### src/rtl/timer_tc_pkg.sv
// Shared constants and types for the memory-mapped timer/counter.
package timer_tc_pkg;

    localparam int unsigned TC_BUS_W = 32;

    // Register offsets, decoded from addr[3:2]
    localparam logic [1:0] TC_CTRL   = 2'd0;
    localparam logic [1:0] TC_PRESET = 2'd1;
    localparam logic [1:0] TC_COUNT  = 2'd2;

    // CTRL bit positions
    localparam int unsigned CTRL_EN      = 0;
    localparam int unsigned CTRL_MODE_LO = 1;
    localparam int unsigned CTRL_IM      = 3;

    // Mode codes; 2 and 3 behave as one-shot
    localparam logic [1:0] TC_MODE_ONESHOT = 2'd0;
    localparam logic [1:0] TC_MODE_RELOAD  = 2'd1;

    typedef enum logic [1:0] {
        ST_IDLE = 2'd0,
        ST_LOAD = 2'd1,
        ST_CNT  = 2'd2,
        ST_INT  = 2'd3
    } tc_state_e;

    typedef struct packed {
        logic                sel;
        logic                we;
        logic [1:0]          reg_sel;
        logic [TC_BUS_W-1:0] wd;
    } tc_req_t;

    function automatic logic tc_is_reload(input logic [1:0] mode);
        return mode == TC_MODE_RELOAD;
    endfunction

endpackage

### src/rtl/timer_tc.sv
// Timer/counter on the M-stage data bus: CTRL/PRESET/COUNT registers,
// a four-state count FSM and a masked, registered interrupt request.
module timer_tc
    import timer_tc_pkg::*;
#(
    parameter int unsigned CNT_W  = 32,
    parameter int unsigned CTRL_W = 4
) (
    input  logic                clk,
    input  logic                reset,
    input  logic                sel,
    input  logic                we,
    input  logic [TC_BUS_W-1:0] addr,
    input  logic [TC_BUS_W-1:0] wd,
    output logic [TC_BUS_W-1:0] rd,
    output logic                irq
);

    logic [CTRL_W-1:0] ctrl_q, ctrl_d;
    logic [CNT_W-1:0]  preset_q, preset_d;
    logic [CNT_W-1:0]  count_q, count_d;
    tc_state_e         state_q, state_d;
    logic              irq_pend_q, irq_pend_d;

    tc_req_t           req;
    logic              wr_ctrl;
    logic              wr_preset;
    logic              en;
    logic              im;
    logic [1:0]        mode;
    logic              unused_addr;

    assign req = '{sel: sel, we: we, reg_sel: addr[3:2], wd: wd};
    assign unused_addr = ^{addr[31:4], addr[1:0]};

    assign wr_ctrl   = req.sel & req.we & (req.reg_sel == TC_CTRL);
    assign wr_preset = req.sel & req.we & (req.reg_sel == TC_PRESET);

    // FSM decisions use the registered CTRL, never this edge's store
    assign en   = ctrl_q[CTRL_EN];
    assign im   = ctrl_q[CTRL_IM];
    assign mode = ctrl_q[CTRL_MODE_LO +: 2];

    always_comb begin
        preset_d = preset_q;
        if (wr_preset) begin
            preset_d = req.wd[CNT_W-1:0];
        end
    end

    // Next state, count datapath and CTRL/irq_pend updates
    always_comb begin
        state_d    = state_q;
        count_d    = count_q;
        irq_pend_d = irq_pend_q;
        ctrl_d     = ctrl_q;

        case (state_q)
            ST_IDLE: begin
                if (en) begin
                    state_d = ST_LOAD;
                end
            end
            ST_LOAD: begin
                if (en) begin
                    count_d = preset_q;
                    state_d = ST_CNT;
                end else begin
                    state_d = ST_IDLE;
                end
            end
            ST_CNT: begin
                if (!en) begin
                    state_d = ST_IDLE;
                end else if (count_q != '0) begin
                    count_d = count_q - CNT_W'(1);
                end else begin
                    state_d    = ST_INT;
                    irq_pend_d = 1'b1;
                end
            end
            ST_INT: begin
                if (tc_is_reload(mode)) begin
                    state_d    = ST_LOAD;
                    irq_pend_d = 1'b0;
                end else begin
                    ctrl_d[CTRL_EN] = 1'b0;
                    state_d         = ST_IDLE;
                end
            end
            default: begin
                state_d = ST_IDLE;
            end
        endcase

        // A CPU store to CTRL overrides the FSM's EN clear and pending set
        if (wr_ctrl) begin
            ctrl_d     = req.wd[CTRL_W-1:0];
            irq_pend_d = 1'b0;
        end
    end

    always_ff @(posedge clk or negedge reset) begin
        if (!reset) begin
            ctrl_q     <= '0;
            preset_q   <= '0;
            count_q    <= '0;
            state_q    <= ST_IDLE;
            irq_pend_q <= 1'b0;
        end else begin
            ctrl_q     <= ctrl_d;
            preset_q   <= preset_d;
            count_q    <= count_d;
            state_q    <= state_d;
            irq_pend_q <= irq_pend_d;
        end
    end

    always_comb begin
        rd = '0;
        if (sel) begin
            case (addr[3:2])
                TC_CTRL:   rd = TC_BUS_W'(ctrl_q);
                TC_PRESET: rd = TC_BUS_W'(preset_q);
                TC_COUNT:  rd = TC_BUS_W'(count_q);
                default:   rd = '0;
            endcase
        end
    end

    // Product of two flops only; reset clears both asynchronously
    assign irq = irq_pend_q & im;

endmodule
### config.mk
export PLATFORM = sky130hd
export DESIGN_NAME = timer_tc
export DESIGN_NICKNAME = d
export VERILOG_FILES = /design/src/rtl/timer_tc_pkg.sv /design/src/rtl/timer_tc.sv
export SDC_FILE = /design/constraint.sdc
export NUM_CORES = 1
export LEC_CHECK = 0
export ABC_AREA = 1
export CAP_MARGIN = 30
export CORE_MARGIN = 2
export CORE_UTILIZATION = 45
export DETAILED_ROUTE_END_ITERATION = 10
export PLACE_DENSITY = 0.78
export SYNTH_ARGS = -nofsm -noshare
export SYNTH_HDL_FRONTEND = slang
export SYNTH_SLANG_ARGS = --single-unit
### constraint.sdc
create_clock -name clk -period 2.4 [get_ports clk]
set_clock_uncertainty 0.1 [all_clocks]
set_input_delay 0.48 -clock clk [delete_from_list [all_inputs] [get_ports clk]]
set_output_delay 0.48 -clock clk [all_outputs]
set_load 0.005 [all_outputs]
; Word level (Yosys, flattened, before mapping)
; Index checks and enable logic that the tools add are counted.
[op_classes]
mux = 20
n_addsub = 1
n_eq_ne = 15
n_bitwise = 4
reduce_logical = 10
[op_table]
columns = op, n
row1 = 32-bit 2-to-1 mux, 4
row2 = 32-bit one-hot mux with 3 select lines, 1
row3 = 32-bit one-hot mux with 2 select lines, 1
row4 = 32-bit nonzero test, 1
row5 = "32-bit by 1-bit subtractor with 32-bit output, second input constant", 1
row6 = "3-bit != test, second input constant", 4
row7 = "2-bit != test, second input constant", 5
row8 = 1-bit 2-to-1 mux, 8
row9 = 2-bit 2-to-1 mux, 4
row10 = 2-bit one-hot mux with 4 select lines, 1
row11 = 4-bit AND reduction, 2
row12 = "2-bit by 1-bit equality test with 1-bit output, second input constant", 3
row13 = "2-bit equality test, second input constant", 3
row14 = 1-bit bitwise AND, 4
row15 = 2-bit logical NOT, 2
row16 = 2-bit AND reduction, 2
row17 = 2-bit nonzero test, 2
row18 = 3-bit nonzero test, 1
row19 = 1-bit one-hot mux with 2 select lines, 1
[totals]
output_inout_bits = 33
word_cells = 56
inputBits = 68
ff_bits = 71

; Longest topological paths before layout
; Gate-level depths: netlist of the first run.
[logic_depth]
ltp_word = 5
depth_mapped = 11
mapped_depth_nobuf = 11

; Least setup slack after synthesis of the first run
; OpenSTA, ideal clock, no wires.
[synth_timing]
kind = in2out
start = input port addr[3]
end = output port rd[11]
n_path_buf = 2
arrival_time_ns = 1.288
t_required_ns = 1.820
stages = 6
path_slack_ns = 0.532
cell_sequence = inv_1 > nor2_1 > clkbuf_1 > buf_2 > nand2_1 > a21oi_1
[synth_via]
elab_chain_len = 3
elab_cells_between_ends = 5
cone_classes = eq/ne: 2 / mux: 2 / reduce/logical: 1
[synth_lines]
columns = item, line
row1 = start: declaration, timer_tc.sv:13  ; input logic [TC_BUS_W-1:0] addr,
row2 = 2-bit equality test (tied with other cells), timer_tc.sv:122  ; case (addr[3:2])
row3 = 32-bit one-hot mux with 3 select lines (*), timer_tc.sv:122
row4 = 32-bit 2-to-1 mux (*), timer_tc.sv:121  ; if (sel) begin
row5 = end: declaration, timer_tc.sv:15  ; output logic [TC_BUS_W-1:0] rd,
; Mark *: on every way between the ends. The rest lies on a longest branch, timed or not.

; Worst setup path in the final report of the first run
[layout_timing]
start = input port addr[2]
end = output port rd[11]
; Same word-level chain as after synthesis.

==> out/qor.yml, run 1 <==
worst_setup_path:
  worst_ep_arrival_time_ns: 1.77
  critical_path_peak_fanout: 9
  crit_path_capture_type: "output pin"
  worst-r2r-setup-slack_ns: 0.27
  required_ns: 1.82
  worstReg2RegEnd: "count_q[6]"
  nature_of_the_critical_path_startpoint: "primary input"
  critical_path.reg2reg.startpoint: "count_q[0]"
  worst_r2r_path_depth: 10
  crit_type: "in -> out"
timing:
  max_slew.worst_pin.slew_ns: 0.4536
  setup_slack_ns: 0.04544
  timing.final.setup_violations: 0
  slew_viols_final: 0
  worst_hold_slack_ns: 0.04761
  grt_setup_unrepaired: "no"
  layout_worst_path_cycle_share_pct: 98.11
  maxClockFrequency_ghz: 0.4247
  slew_headroom_pct: 69.76
  hold_viol_final: 0
  finalCriticalPeriod_ns: 2.355
clocking:
  clock_root_buffer: "sky130_fd_sc_hd__clkbuf_8"
  clkSlewWorstSetupHoldPaths_ns: 0.07
  cts.sinks: 71
  tritoncts_clock_tree: "done"
  clk_path_buf_depth: 2
  worst_skew_pair.late_latency_ns: 0.36
  number_of_buffers_inserted_during_clock_tree_synthesis: 9
  ctsHtreeMaxLevel: 3
place:
  replace_congestion: 0.9144
  hpwlAfterDp_um: 8768
  numPortBuffers: 70
  dpl_cell_area_um2: 5530
  dpl_worst_slack_ns: -0.4054
route:
  drtPass1Iterations: 5
  ant_nets: 0
  avgViaCountPerCell: 5.003
  drc: 0
  detail_route.wl_per_cell_um: 14.25
  initialDrtViolationCount: 208
  totalWireLength_um: 13010
  routed-via-count: 4568
floorplan:
  die_height_um: 105.8
  floorplan.initialDensity_pct: 45.77
  design.portCount: 101
  row_count: 37
  core-area_um2: 10180
  dieArea_um2: 11190
  die_w_um: 105.8
run_status:
  outcome: "completed"
final_layout:
  fin_nets: 843
  layout-area-overhead-vs-synth_pct: 25.15
  fraction_of_final_layout_cells_with_drive_strength_greater_than_1_pct: 11.84
  fillers: 1014
  postLayoutCoreUtil_pct: 57.29
  final_area_um2: 5834
  insertedDiodeCount: 0
flow_run:
  cap_violations: 0
synthesis:
  syn-instance-count: 697
  postSynth.topFlopCell: "sky130_fd_sc_hd__dfrtp_1"
  synth_fp_nets: 766
  synth_top_cells_by_count: "242 x sky130_fd_sc_hd__nand2_1, 83 x sky130_fd_sc_hd__inv_1, 77 x sky130_fd_sc_hd__nor2_1, 71 x sky130_fd_sc_hd__dfrtp_1, 48 x sky130_fd_sc_hd__a21oi_1"
  synth_cell_types: 33
  synthArstFlopShare_pct: 100.0
  syn_area_per_cell_um2: 6.689
  yosys.area.top_type: "sky130_fd_sc_hd__dfrtp_1"
  ys.warnings.count: 0
  post-synth-top-count-cell: "sky130_fd_sc_hd__nand2_1"
  post-synth-top-area-fraction_pct: 38.11
  synth.ff_latch_count: 71
  synth_edf_count: 0
  synth_sequential_area_ratio_pct: 38.11
  post_synth_main_area_contributors: "sky130_fd_sc_hd__dfrtp_1 38%, sky130_fd_sc_hd__nand2_1 19%, sky130_fd_sc_hd__inv_1 6.7%"
  syn-cell-area_um2: 4662
grt:
  grt-ovfl-total: 0
  number_of_global_route_vias_before_repair: 4473
  track_usage_pct: 24.66
  grt_pass1_wl_um: 21820
  grt_antenna_before_repair: 0
  maximum_number_of_pins_on_one_net_before_global_route_repair: 72
pwr:
  sw_frac_of_total_pct: 45.70
  vdd_drop_max_uv: 369.4
  power_frac_clock_pct: 16.2
  power.density_nw_per_um2: 915.1
  comb_power_share_pct: 44.6
  post-layout-total-power_mw: 5.339
  seq_power_share_pct: 39.1
  power.net_switching_mw: 2.440
  internal_mw: 2.899
  power.leakage_nw: 2.953
hold_path:
  min-delay-path-class: "in -> async"
kinds of logic (layout without fill, tap and decap cells):
kind of cell / Yosys count / after routing / synth area share, %
adders and majority gates: 1 / 1 / 0.2683
xor gates and xnor gates: 3 / 3 / 0.5637
buffers and inverters: 110 / 190 / 9.662
and+or+nand+nor: 408 / 408 / 38.16
DFF: 71 / 71 / 38.11
muxes: 13 / 13 / 3.140
AOI/OAI and AO/OA: 91 / 91 / 10.09
critical path, stage by stage:
cell and delay [ns]:
sky130_fd_sc_hd__buf_4 0.11, sky130_fd_sc_hd__inv_1 0.06, sky130_fd_sc_hd__nor2_4 0.12, sky130_fd_sc_hd__buf_6 0.12, sky130_fd_sc_hd__buf_12 0.12, sky130_fd_sc_hd__nand2_1 0.05
sky130_fd_sc_hd__a21oi_1 0.16, sky130_fd_sc_hd__clkdlybuf4s50_1 0.54
worst max-delay path by stage:
stage,startpoint,to,slack (ns),depth (start not counted)
after floorplan,addr[3],rd[11],0.53,6
after global placement,addr[3],rd[31],-0.41,7
after detailed placement,addr[3],rd[31],-0.41,7
after CTS,addr[2],rd[11],0.01,8
after global routing,addr[2],rd[28],0.002,8
final,addr[2],rd[11],0.05,8
area by class of cell:
cell class	count	area (um^2)	share of cell area, %
clock buffer	13	158.9	2.724
inverter	85	325.3	5.576
sequential	71	1777	30.45
timing repair buffer	91	940.9	16.13
tap	136	170.2	2.917
clock inverter	1	5.005	0.08578
multi-input combinational	516	2457	42.12
flip-flops by register name, summed over array words and instances, names as in the netlist:
signal / count
irq_pend_q: 1
ctrl_q: 4
count_q: 32
state_q: 2
preset_q: 32
cells in the final DEF, fill, tap and decap left out, types with 4 or more instances in the layout:
| cell | Yosys | routed |
|---|---|---|
| sky130_fd_sc_hd__o21ai_1 | 7 | 8 |
| sky130_fd_sc_hd__or2_2 | 7 | 7 |
| sky130_fd_sc_hd__buf_4 | 2 | 13 |
| sky130_fd_sc_hd__nor2_4 | 4 | 6 |
| sky130_fd_sc_hd__buf_12 | 0 | 4 |
| sky130_fd_sc_hd__nand3_1 | 44 | 44 |
| sky130_fd_sc_hd__dfrtp_1 | 71 | 71 |
| sky130_fd_sc_hd__nand2_2 | 3 | 4 |
| sky130_fd_sc_hd__nor2_1 | 77 | 76 |
| sky130_fd_sc_hd__nand4_1 | 5 | 5 |
| sky130_fd_sc_hd__dlymetal6s2s_1 | 0 | 4 |
| sky130_fd_sc_hd__nor2_2 | 9 | 8 |
| sky130_fd_sc_hd__clkdlybuf4s50_1 | 0 | 44 |
| sky130_fd_sc_hd__inv_1 | 83 | 82 |
| sky130_fd_sc_hd__clkbuf_8 | 0 | 11 |
| sky130_fd_sc_hd__mux2_2 | 13 | 13 |
| sky130_fd_sc_hd__nand2_1 | 242 | 241 |
| sky130_fd_sc_hd__o21ai_0 | 30 | 29 |
| sky130_fd_sc_hd__a21oi_1 | 48 | 46 |
| sky130_fd_sc_hd__dlygate4sd2_1 | 0 | 19 |
| sky130_fd_sc_hd__nand3_2 | 9 | 9 |
per-layer routing:
metal  track usage, %  wire length (um)  up-vias
li1                 -                 -     2338
met1            33.48              6122     2113
met2            39.82              6129      100
met3            3.649               500       17
met4            9.492               259        0
met5                0                 0        -
power groups by stage:
| stage | Clock, mW | Combinational, mW | Sequential [mW] |
|---|---|---|---|
| after floorplan | 0 | 1.78 | 1.95 |
| after global placement | 0 | 2.30 | 2.08 |
| after detailed placement | 0 | 2.36 | 2.09 |
| after CTS | 0.881 | 2.38 | 2.08 |
| after global routing | 0.946 | 2.74 | 2.15 |
| final | 0.867 | 2.38 | 2.09 |
per-stage QoR:
step	setup TNS [ns]	instances
after global routing	0	913
after CTS	0	911
after floorplan	0	697
after global placement	-12.02	890
after detailed placement	-11.91	890
final	0	913
timing repair:
item                                   CTS  global route
hold buffers                             0             0
pin swaps                                2             4
gates cloned                             2             0
buffers inserted                         5             2
resized for setup                       39             8
endpoints found under the hold margin    0             0
setup endpoints to repair               32            14
Note: power is estimated with default switching activity, not from simulation.
==> run 2: changes to the inputs <==
--- a/config.mk
+++ b/config.mk
@@ -10,6 +10,7 @@
 export CORE_MARGIN = 2
 export CORE_UTILIZATION = 45
 export DETAILED_ROUTE_END_ITERATION = 10
+export GPL_ROUTABILITY_DRIVEN = 0
 export PLACE_DENSITY = 0.78
 export SYNTH_ARGS = -nofsm -noshare
 export SYNTH_HDL_FRONTEND = slang
==> out/qor.yml, run 2 (same netlist as run 1, synthesis figures left out) <==
timing:
  slew_viols_final: 0  # unchanged
  hold_viol_final: 0  # unchanged
  finalCriticalPeriod_ns: 2.344  # was 2.355 ns
  max_slew.worst_pin.slew_ns: 0.4968  # was 0.4536 ns
  maxClockFrequency_ghz: 0.4266  # was 0.4247 GHz
  slew_headroom_pct: 66.84  # was 69.76%
  worst_hold_slack_ns: 0.05172  # was 0.04761 ns
  grt_setup_unrepaired: "yes"  # was no
  timing.final.setup_violations: 0  # unchanged
  fin_setup_tns_ns: 0  # unchanged
  layout_worst_path_cycle_share_pct: 97.67  # was 98.11%
floorplan:
  row_count: 37  # unchanged
  die_w_um: 105.8  # unchanged
  die_height_um: 105.8  # unchanged
  design.portCount: 101  # unchanged
  floorplan.initialDensity_pct: 45.77  # unchanged
  dieArea_um2: 11190  # unchanged
  core-area_um2: 10180  # unchanged
clocking:
  worst_skew_pair.late_latency_ns: 0.36  # about the same
  clock_root_buffer: "sky130_fd_sc_hd__clkbuf_8"  # unchanged
  ctsHtreeMaxLevel: 3  # unchanged
  cts_hold_repair.buffers: 0  # unchanged
  clk_path_buf_depth: 2  # unchanged
  tritoncts_clock_tree: "done"  # unchanged
  clkSlewWorstSetupHoldPaths_ns: 0.07  # about the same
  cts.sinks: 71  # unchanged
  number_of_buffers_inserted_during_clock_tree_synthesis: 9  # unchanged
grt:
  number_of_global_route_vias_before_repair: 4563  # was 4473
  maximum_number_of_pins_on_one_net_before_global_route_repair: 72  # unchanged
  track_usage_pct: 23.28  # was 24.66%
  grt_pass1_wl_um: 20850  # was 21820 um
  grt_antenna_before_repair: 0  # unchanged
  grt-ovfl-total: 0  # unchanged
place:
  hpwlAfterDp_um: 8383  # was 8768 um
  dp_cells: 889  # was 890
  numPortBuffers: 70  # unchanged
pwr:
  seq_power_share_pct: 37.9  # was 39.1%
  sw_frac_of_total_pct: 44.24  # was 45.70%
  power_frac_clock_pct: 19.3  # was 16.2%
  power.leakage_nw: 3.017  # was 2.953 nW
  vdd_drop_max_uv: 378.9  # was 369.4 uV
  power.density_nw_per_um2: 937.6  # was 915.1 nW/um^2
  comb_power_share_pct: 42.8  # was 44.6%
  power.net_switching_mw: 2.435  # was 2.440 mW
  internal_mw: 3.069  # was 2.899 mW
  post-layout-total-power_mw: 5.504  # was 5.339 mW
final_layout:
  fin_nets: 841  # was 843
  layout-area-overhead-vs-synth_pct: 25.93  # was 25.15%
  fraction_of_final_layout_cells_with_drive_strength_greater_than_1_pct: 12.11  # was 11.84%
  final_cell_count_no_fill: 912  # was 913
  fillers: 973  # was 1014
  registers_with_the_most_flip_flops: "count_q (32), preset_q (32), ctrl_q (4)"  # unchanged
  leading_cell_type_in_the_layout_fill_and_taps_excluded: "sky130_fd_sc_hd__nand2_1"  # unchanged
  insertedDiodeCount: 0  # unchanged
  postLayoutCoreUtil_pct: 57.64  # was 57.29%
  final_cell_mix: "241 x sky130_fd_sc_hd__nand2_1, 81 x sky130_fd_sc_hd__inv_1, 76 x sky130_fd_sc_hd__nor2_1"  # was 241 x sky130_fd_sc_hd__nand2_1, 82 x sky130_fd_sc_hd__inv_1, 76 x sky130_fd_sc_hd__nor2_1
worst_setup_path:
  required_ns: 1.82  # about the same
  critical-path-slowest-cell: "sky130_fd_sc_hd__clkdlybuf4s50_1"  # unchanged
  worst_r2r_path_depth: 11  # was 10
  worst_ep_arrival_time_ns: 1.76  # was 1.77 ns
  crit_type: "in -> out"  # unchanged
  crit_path_capture_type: "output pin"  # unchanged
  critical-path-top-delay-family: "buffers and inverters"  # unchanged
  critical_path_peak_fanout: 6  # was 9
  critical-path-max-stage-delay_ns: 0.51  # was 0.54 ns
  critical_path.reg2reg.startpoint: "count_q[0]"  # unchanged
  worstPathBufferInverterCount: 4  # was 5
  worst-r2r-setup-slack_ns: 0.28  # was 0.27 ns
  worstReg2RegEnd: "count_q[20]"  # was count_q[6]
  path_cells: "buf_2 -> inv_1 -> nor2_4 -> buf_4 -> nand2_1 -> a21oi_2 -> clkdlybuf4s50_1"  # was buf_4 -> inv_1 -> nor2_4 -> buf_6 -> buf_12 -> nand2_1 -> a21oi_1 -> clkdlybuf4s50_1
  nature_of_the_critical_path_startpoint: "primary input"  # unchanged
route:
  routed-via-count: 4679  # was 4568
  initialDrtViolationCount: 334  # was 208
  ant_nets: 0  # unchanged
  detail_route.wl_per_cell_um: 13.61  # was 14.25 um
  totalWireLength_um: 12410  # was 13010 um
  drc: 0  # unchanged
  drtPass1Iterations: 5  # unchanged
  avgViaCountPerCell: 5.130  # was 5.003
flow_run:
  cap_violations: 0  # unchanged
hold_path:
  min-delay-path-class: "in -> async"  # unchanged
run_status:
  outcome: "completed"  # unchanged
## run 2: layout make-up
class / count / area, um^2 / area share (%)
Multi-Input combinational cell: 516 / 2461 / 41.92
Sequential cell: 71 / 1777 / 30.26
Timing Repair Buffer: 89 / 925.9 / 15.77
Inverter: 85 / 325.3 / 5.541
Tap cell: 136 / 170.2 / 2.899
Clock buffer: 11 / 141.4 / 2.408
Clock inverter: 4 / 70.07 / 1.194
## run 2: power groups by stage
stage / Clock, mW / Combinational [mW] / Sequential, mW
final: 1.06 / 2.36 / 2.09
after global routing: 1.12 / 2.70 / 2.16
after CTS: 1.07 / 2.35 / 2.07
after detailed placement: 0 / 2.32 / 2.09
after global placement: 0 / 2.25 / 2.07
after floorplan: 0 / 1.78 / 1.95
## run 2: metrics by stage
step	area, um^2	setup WS (ns)
finish	5871	0.05601
global route	5871	-0.008075
CTS	5807	0.0003967
detailed placement	5523	-0.3973
global placement	5523	-0.3945
floorplan	4662	0.5321
## run 2: how the worst max path moves through the flow
stage               endpoint  slack (ns)  cells after the start    start
floorplan             rd[11]        0.53                      6  addr[3]
global placement      rd[13]       -0.39                      7  addr[3]
detailed placement    rd[17]       -0.40                      7  addr[3]
CTS                    rd[3]      0.0004                     10  addr[2]
global route          rd[22]      -0.008                      7  addr[3]
finish                rd[26]        0.06                      7  addr[3]
## run 2: metal layers
metal / vias up / global-route usage (%) / share of wire (%)
met5: - / 0 / 0
met4: 0 / 10.62 / 1.9
met3: 24 / 4.143 / 5.9
met2: 154 / 39.22 / 47
met1: 2161 / 29.05 / 45
li1: 2340 / - / -
## run 2: what timing repair did
action                                  4_1_cts  5_1_grt
gates resized for setup                      40       11
endpoints found under the setup margin       32       13
cloned                                        2        1
setup buffers                                 4        1
pin swaps                                     3        5
==> run 3: changes to the inputs <==
--- a/config.mk
+++ b/config.mk
@@ -7,11 +7,13 @@
 export LEC_CHECK = 0
 export ABC_AREA = 1
 export CAP_MARGIN = 30
+export CELL_PAD_IN_SITES_DETAIL_PLACEMENT = 2
+export CELL_PAD_IN_SITES_GLOBAL_PLACEMENT = 2
 export CORE_MARGIN = 2
-export CORE_UTILIZATION = 45
+export CORE_UTILIZATION = 28
 export DETAILED_ROUTE_END_ITERATION = 10
 export GPL_ROUTABILITY_DRIVEN = 0
-export PLACE_DENSITY = 0.78
+export PLACE_DENSITY = 0.88
 export SYNTH_ARGS = -nofsm -noshare
 export SYNTH_HDL_FRONTEND = slang
 export SYNTH_SLANG_ARGS = --single-unit
==> out/qor.yml, run 3 (same netlist as run 1, synthesis figures left out) <==
run_status:
  outcome: "completed"  # unchanged
pwr:
  vdd_drop_max_uv: 416.6  # was 378.9 uV
  power.density_nw_per_um2: 1055  # was 937.6 nW/um^2
  seq_power_share_pct: 32.9  # was 37.9%
  power.leakage_nw: 3.156  # was 3.017 nW
  internal_mw: 3.501  # was 3.069 mW
  power.net_switching_mw: 3.083  # was 2.435 mW
  comb_power_share_pct: 44.0  # was 42.8%
  power_frac_clock_pct: 23.1  # was 19.3%
  sw_frac_of_total_pct: 46.83  # was 44.24%
place:
  dp_cells: 981  # was 889
  hpwlAfterDp_um: 12040  # was 8383 um
  numPortBuffers: 70  # unchanged
  dpl_cell_area_um2: 5738  # was 5523 um^2
worst_setup_path:
  worstSetupStartpoint: "addr[2]"  # was addr[3]
  worstReg2RegEnd: "count_q[13]"  # was count_q[20]
  worst_r2r_path_depth: 10  # was 11
  crit_type: "in -> out"  # unchanged
  crit_path_capture_type: "output pin"  # unchanged
  worstSetupEndpoint: "rd[0]"  # was rd[26]
  required_ns: 1.82  # about the same
  critical_path_peak_fanout: 9  # was 6
  worst_ep_arrival_time_ns: 1.77  # was 1.76 ns
  worst-r2r-setup-slack_ns: 0.07  # was 0.28 ns
  critical_path.reg2reg.startpoint: "count_q[0]"  # unchanged
  nature_of_the_critical_path_startpoint: "primary input"  # unchanged
final_layout:
  fraction_of_final_layout_cells_with_drive_strength_greater_than_1_pct: 14.94  # was 12.11%
  insertedDiodeCount: 0  # unchanged
  registers_with_the_most_flip_flops: "count_q (32), preset_q (32), ctrl_q (4)"  # unchanged
  fin_nets: 854  # was 841
  final_cell_count_no_fill: 1010  # was 912
  leading_cell_type_in_the_layout_fill_and_taps_excluded: "sky130_fd_sc_hd__nand2_1"  # unchanged
  postLayoutCoreUtil_pct: 38.02  # was 57.64%
  layout-area-overhead-vs-synth_pct: 33.82  # was 25.93%
  final_cell_mix: "241 x sky130_fd_sc_hd__nand2_1, 82 x sky130_fd_sc_hd__inv_1, 76 x sky130_fd_sc_hd__nor2_1"  # was 241 x sky130_fd_sc_hd__nand2_1, 81 x sky130_fd_sc_hd__inv_1, 76 x sky130_fd_sc_hd__nor2_1
  final_area_um2: 6238  # was 5871 um^2
timing:
  maxClockFrequency_ghz: 0.4258  # was 0.4266 GHz
  slew_viols_final: 0  # unchanged
  max_slew.worst_pin.slew_ns: 0.5542  # was 0.4968 ns
  worst_hold_slack_ns: 0.008259  # was 0.05172 ns
  timing.final.setup_violations: 0  # unchanged
  slew_headroom_pct: 63.05  # was 66.84%
  finalCriticalPeriod_ns: 2.348  # was 2.344 ns
  hold_viol_final: 0  # unchanged
  layout_worst_path_cycle_share_pct: 97.85  # was 97.67%
grt:
  grt-ovfl-total: 0  # unchanged
  track_usage_pct: 24.44  # was 23.28%
  maximum_number_of_pins_on_one_net_before_global_route_repair: 44  # was 72
  number_of_global_route_vias_before_repair: 5742  # was 4563
  grt_pass1_wl_um: 33220  # was 20850 um
  grt_antenna_before_repair: 0  # unchanged
floorplan:
  die_w_um: 133.0  # was 105.8 um
  row_count: 47  # was 37
  floorplan.initialDensity_pct: 28.41  # was 45.77%
  core-area_um2: 16410  # was 10180 um^2
  dieArea_um2: 17700  # was 11190 um^2
  die_height_um: 133.0  # was 105.8 um
  design.portCount: 101  # unchanged
route:
  detail_route.wl_per_cell_um: 20.75  # was 13.61 um
  drc: 0  # unchanged
  totalWireLength_um: 20960  # was 12410 um
  drtPass1Iterations: 4  # was 5
  ant_nets: 0  # unchanged
  routed-via-count: 5146  # was 4679
  initialDrtViolationCount: 201  # was 334
  avgViaCountPerCell: 5.095  # was 5.130
clocking:
  number_of_buffers_inserted_during_clock_tree_synthesis: 9  # unchanged
  clk_path_buf_depth: 2  # unchanged
  tritoncts_clock_tree: "done"  # unchanged
  clock_root_buffer: "sky130_fd_sc_hd__clkbuf_16"  # was sky130_fd_sc_hd__clkbuf_8
  ctsHtreeMaxLevel: 3  # unchanged
  cts.sinks: 71  # unchanged
  clkSlewWorstSetupHoldPaths_ns: 0.06  # was 0.07 ns
  worst_skew_pair.late_latency_ns: 0.36  # about the same
flow_run:
  cap_violations: 0  # unchanged
hold_path:
  min-delay-path-class: "in -> async"  # unchanged
[run 3: layout make-up]
| cell class | count | area, um^2 |
|---|---|---|
| clock buffers | 13 | 260.3 |
| clock inverters | 3 | 65.06 |
| fillers | 1940 | 10170 |
| inverters | 85 | 324.1 |
| multi-input cells | 516 | 2481 |
| flip-flops and latches | 71 | 1777 |
| well taps | 220 | 275.3 |
| repair buffers | 102 | 1056 |
[run 3: stage by stage]
stage               total power [mW]  worst slack [ns]  TNS, ns
floorplan                      3.734            0.5321        0
global placement               4.535           -0.3717   -11.13
detailed placement             4.688           -0.4281   -12.04
CTS                            6.318           -0.1176  -0.7905
global route                   6.985          -0.03878  -0.1180
finish                         6.584           0.05162        0
[run 3: how the worst min path moves through the flow]
| stage | from | end | slack [ns] |
|---|---|---|---|
| after floorplan | reset | count_q[0] | 0.08 |
| after global placement | reset | ctrl_q[3] | 0.39 |
| after detailed placement | reset | ctrl_q[3] | 0.40 |
| after CTS | reset | ctrl_q[3] | 0.02 |
| after global routing | reset | preset_q[0] | 0.04 |
| final | reset | ctrl_q[3] | 0.008 |
[run 3: worst max-delay path, cell delays in order]
cell and delay (ns):
sky130_fd_sc_hd__buf_2 0.14, sky130_fd_sc_hd__inv_2 0.07, sky130_fd_sc_hd__nor2_4 0.03, sky130_fd_sc_hd__buf_4 0.13, sky130_fd_sc_hd__buf_12 0.12, sky130_fd_sc_hd__buf_12 0.14
sky130_fd_sc_hd__nand2_1 0.08, sky130_fd_sc_hd__o221ai_1 0.15, sky130_fd_sc_hd__nand2_1 0.12, sky130_fd_sc_hd__inv_1 0.05, sky130_fd_sc_hd__dlygate4sd2_1 0.25
[run 3: power by group through the flow]
stage | clock [mW] | sequential (mW) | combinational [mW]
detailed placement | 0 | 2.12 | 2.57
CTS | 1.53 | 2.12 | 2.67
finish | 1.52 | 2.17 | 2.90
floorplan | 0 | 1.95 | 1.78
global placement | 0 | 2.10 | 2.43
global route | 1.57 | 2.22 | 3.19
[run 3: metal layers]
layer  vias up  part of all wire, %  GRT usage, %
li1       2360                    -             -
met1      2588                   43         29.13
met2       139                   50         42.54
met3        59                  3.4         3.678
met4         0                  3.8         12.78
met5         -                    0             0
[run 3: repair_timing]
action                     in CTS  in global routing
hold buffers                    0                  0
resized for setup              42                 36
pin swaps                       3                  7
cloned                          3                  0
setup endpoints to repair      32                 47
setup buffers                   6                  5
